[src/rtl/register_file_sb.sv]
// Multi-read-port register file with same-cycle write bypass and a per-register
// pending scoreboard that decode reserves and writeback releases.
module register_file_sb #(
  parameter int                WIDTH     = 64,
  parameter int                DEPTH     = 32,
  parameter int                ADDR_W    = 5,
  parameter int                NUM_RD    = 2,
  parameter int                ZERO_REG  = 1,
  parameter int                BYPASS    = 1,
  parameter logic [WIDTH-1:0]  RESET_VAL = '0
) (
  input  logic                     clk,
  input  logic                     rst,
  input  logic                     regWrite,
  input  logic [ADDR_W-1:0]        write_register,
  input  logic [WIDTH-1:0]         write_data,
  input  logic [NUM_RD*ADDR_W-1:0] read_register,
  output logic [NUM_RD*WIDTH-1:0]  read_data,
  output logic [NUM_RD-1:0]        read_pending,
  input  logic                     reserve_en,
  input  logic [ADDR_W-1:0]        reserve_register,
  output logic [ADDR_W:0]          pending_count
);

  logic [WIDTH-1:0] regs [DEPTH];
  logic [DEPTH-1:0] pending;

  logic wr_ok;
  logic rs_ok;
  logic cnt_inc;
  logic cnt_dec;

  // Register 0 swallows writes and reservations when it is hardwired to zero.
  assign wr_ok = regWrite   && !((ZERO_REG != 0) && (write_register   == '0));
  assign rs_ok = reserve_en && !((ZERO_REG != 0) && (reserve_register == '0));

  // A reserve to the register being written keeps it pending, so the write
  // releases nothing in that case.
  assign cnt_inc = rs_ok && !pending[reserve_register];
  assign cnt_dec = wr_ok && pending[write_register] &&
                   !(rs_ok && (reserve_register == write_register));

  always_ff @(posedge clk or posedge rst) begin
    if (rst) begin
      for (int i = 0; i < DEPTH; i++) begin
        regs[i] <= RESET_VAL;
      end
      if (ZERO_REG != 0) begin
        regs[0] <= '0;
      end
      pending       <= '0;
      pending_count <= '0;
    end else begin
      if (wr_ok) begin
        regs[write_register]    <= write_data;
        pending[write_register] <= 1'b0;
      end
      if (rs_ok) begin
        pending[reserve_register] <= 1'b1;
      end
      pending_count <= pending_count + {{ADDR_W{1'b0}}, cnt_inc}
                                     - {{ADDR_W{1'b0}}, cnt_dec};
    end
  end

  always_comb begin
    read_data    = '0;
    read_pending = '0;
    for (int p = 0; p < NUM_RD; p++) begin
      logic [ADDR_W-1:0] ra;
      logic              byp_hit;
      ra      = read_register[p*ADDR_W +: ADDR_W];
      byp_hit = (BYPASS != 0) && regWrite && (write_register == ra);
      if ((ZERO_REG != 0) && (ra == '0)) begin
        read_data[p*WIDTH +: WIDTH] = '0;
        read_pending[p]             = 1'b0;
      end else if (byp_hit) begin
        read_data[p*WIDTH +: WIDTH] = write_data;
        read_pending[p]             = 1'b0;
      end else begin
        read_data[p*WIDTH +: WIDTH] = regs[ra];
        read_pending[p]             = pending[ra];
      end
    end
  end

endmodule

[config.mk]
export PLATFORM = sky130hd
export DESIGN_NAME = register_file_sb
export DESIGN_NICKNAME = d
export VERILOG_FILES = /design/src/rtl/register_file_sb.sv
export SDC_FILE = /design/constraint.sdc
export NUM_CORES = 2
export LEC_CHECK = 0
export BUFFER_PORTS_ARGS = -buffer_cell sky130_fd_sc_hd__buf_2
export CAP_MARGIN = 20
export CORE_ASPECT_RATIO = 0.5
export CORE_MARGIN = 2
export CORE_UTILIZATION = 45
export CTS_CLUSTER_SIZE = 40
export DETAILED_ROUTE_END_ITERATION = 8
export GPL_ROUTABILITY_DRIVEN = 0
export SYNTH_ARGS = -nofsm -noshare
export SYNTH_HDL_FRONTEND = slang
export SYNTH_SLANG_ARGS = --single-unit
[constraint.sdc]
create_clock -name clk -period 78.8 [get_ports clk]
set_input_delay 7.88 -clock clk [delete_from_list [all_inputs] [get_ports clk]]
set_output_delay 7.88 -clock clk [all_outputs]
set_load 0.005 [all_outputs]
==> metrics.yaml <==
outcome: "finished with violations"
failed_checks: "design-rule violations"
fp.dieH_um: 357.0
synthAdderAreaFrac: 0.0008480
die_w_um: 710.0
area_growth_pct: 8.885
htreeDepth: 4
maxCapViolCount: 0
finalCriticalPeriod_ps: 20760
post-route-util: 0.4931
finalMaxSlewViolations: 0
cts_resized: 0
io_buffers: 223
top_usage_layer: "met2"
synth-xor-area-share: 0.001562
drive_above_1_share: 0.5034
yosysSeqAreaShare: 0.4655
synthFlopType: "dfrtp_1"
clkLatencyLatePin_ps: 870
clock_sinks: 2086
cts_buffers: 203
ys_top_cells_by_area: "dfrtp_1, mux2_2, mux4_2"
max_slew.worst_pin.slew_ps: 1265
synth_warnings: 0
initial_core_util: 0.4529
grt_pass1_wl_mm: 590.2
dpl.hpwl_mm: 234.9
cp.arrival_ps: 12880
gr-usage-met2: 0.4829
postSynthAreaPerCell_um2: 14.43
synthCells: 7770
dieArea_um2: 253400
clock_path_buffers: 4
fin_nets: 7569
cp-end-kind: "output pin"
rsz0062_at_grt: "no"
post-place-cells: 10610
multi_input_area_um2: 55950
wl_per_cell_um: 37.83
finalHoldViolCount: 0
path_class: "in -> out"
async_flop_share: 1.000
ir_drop_mv: 0.01764
start_kind: "primary input"
num_vias: 76340
synth_top_area_frac: 0.4655
muxShareOfSynthArea: 0.4157
fmax_mhz: 48.17
fillCellCount: 21430
relSlewSlack: 0.1566
ys_seq_elements: 2086
cts_setup_buffers: 0
overflow: 0
syn-num-nets: 7865
cts_root_buffer: "clkbuf_16"
grt_pass1_vias: 75060
synth_compound_area_frac: 0.04837
synth_area_leader_cell: "dfrtp_1"
synth_top_family_by_area: "multiplexers"
io_pins: 224
grt_use_met3: 0.08039
synth_edf_count: 0
ys_types: 72
synth_area_um2: 112100
final-seq-area_um2: 52200
leakage_nw: 52.43
synthTopCellsByCount: "dfrtp_1, mux2_2, mux4_2"
grt_util_all_layers: 0.3251
routed_via_density: 6.957
powerDensity_nw_per_um2: 25.66
core-area_um2: 247600
drtIter0Drc: 9677
holdBufCountCts: 0
fin_skew_ps: 10.25
cts_tree: "built"
ant_nets: 0
wirelength_mm: 415.0
min_path_type: "reg -> reg"
cts.clk_slew.worst_paths_ps: 60
grtUsageMet1: 0.4715
crit_path_max_fanout: 49
dr.pass1.iters: 9
cp.required_ps: 70920
synth_most_common_cell: "dfrtp_1"
grt_max_degree: 116
period_share: 0.2635
synth-simple-area-share: 0.02914
fin_tns_setup_ps: 0
setup_viol: 0
antenna_found_initial: 49
finalNonFillerCells: 10970
num_rows: 129
drc: 14
[cell usage in the layout (no fill, tap or decap), types with 7 or more instances in the layout]
master     count
a2111oi_0     56
a211oi_1      12
a21oi_1       82
a221o_1       49
a22o_1        20
a22oi_1       43
a311oi_1       9
a31oi_1       68
a32o_1         8
and2_1        11
and3_1        49
buf_12        12
buf_2        213
buf_4        186
bufinv_16     20
clkbuf_1      40
clkbuf_16    207
clkbuf_8      43
clkinv_2      33
dfrtp_1     2086
diode_2       12
inv_1         20
mux2_2      2085
mux2i_1      182
mux4_2       946
nand2_1      274
nand2_4       19
nand2b_1      13
nand3_1       31
nand3b_1       7
nor2_1       120
nor2_4         9
nor2b_1       18
nor3_1        65
nor4_1        33
o21ai_0      100
o221ai_1      41
o22ai_1      249
or3_1          8
xnor2_1       15
[flip-flops by register name (all words and copies together), names as in the netlist]
register	cells
pending	32
regs	2048
pending_count	6
[layout make-up]
| class | instances | share of cell area |
|---|---|---|
| Multi-Input combinational cell | 4735 | 0.4582 |
| Sequential cell | 2086 | 0.4275 |
| Clock buffer | 289 | 0.04839 |
| Tap cell | 3340 | 0.03423 |
| Timing Repair Buffer | 421 | 0.02350 |
| Clock inverter | 62 | 0.006856 |
| Inverter | 27 | 0.001035 |
| Antenna cell | 12 | 0.0002459 |
[final timing paths]
check / from / endpoint / slack, ps / cells past startpoint
worst max-delay path: read_register[1] / read_data[58] / 58040 / 11
worst min-delay path: regs[2039]$_DFFE_PP0P_ / regs[2039]$_DFFE_PP0P_ / 400 / 0
worst max register to register: pending[27]$_DFF_PP0_ / pending_count[4]$_DFF_PP0_ / 75520 / 12
worst min register to register: regs[2039]$_DFFE_PP0P_ / regs[2039]$_DFFE_PP0P_ / 400 / 0
max in group asynchronous: rst / regs[1235]$_DFFE_PP0P_ / 66330 / 8
min in group asynchronous: rst / pending[16]$_DFF_PP0_ / 7140 / 2
[critical path, cell delays in order]
cell	delay, ps
buf_8	310
buf_4	720
buf_4	590
buf_4	700
buf_4	720
mux2i_1	160
nand3_1	110
o311ai_0	130
o311ai_0	890
o211a_1	270
buf_2	110
[report_power, final]
part / switching [W] / internal (W)
Sequential: 0.000156 / 0.00128
Combinational: 0.000278 / 0.000384
Clock: 0.000453 / 0.000584
[kinds of logic (layout without fill, tap and decap cells)]
kind of cell	count (synthesis)	count (layout)
buf+inv	949	799
mux	3214	3214
xor+xnor	20	20
fa+ha+maj	7	7
other cells	0	12
simple gates	705	705
flops	2086	2086
compound gates	789	789
[stage by stage]
step | area [um2] | hold slack (ps) | power (W) | setup slack (ps)
finish | 122100 | 395.8 | 0.003133 | 58040
global route | 122100 | 406.4 | 0.003252 | 57950
CTS | 122000 | 397.9 | 0.003129 | 58200
detailed placement | 115300 | 383.9 | 0.002101 | 58190
global placement | 115300 | 378.3 | 0.002083 | 58180
floorplan | 112100 | 441.3 | 0.001916 | 11990
[metal layers]
layer / up-vias / wire length, um / share of wire
met2: 4034 / 182600 / 0.44
met1: 42060 / 174200 / 0.42
met4: 36 / 15470 / 0.037
met5: - / 230 / 0.00055
met3: 819 / 42560 / 0.10
li1: 29390 / - / -
No activity file was read; power rests on OpenSTA's default activity.
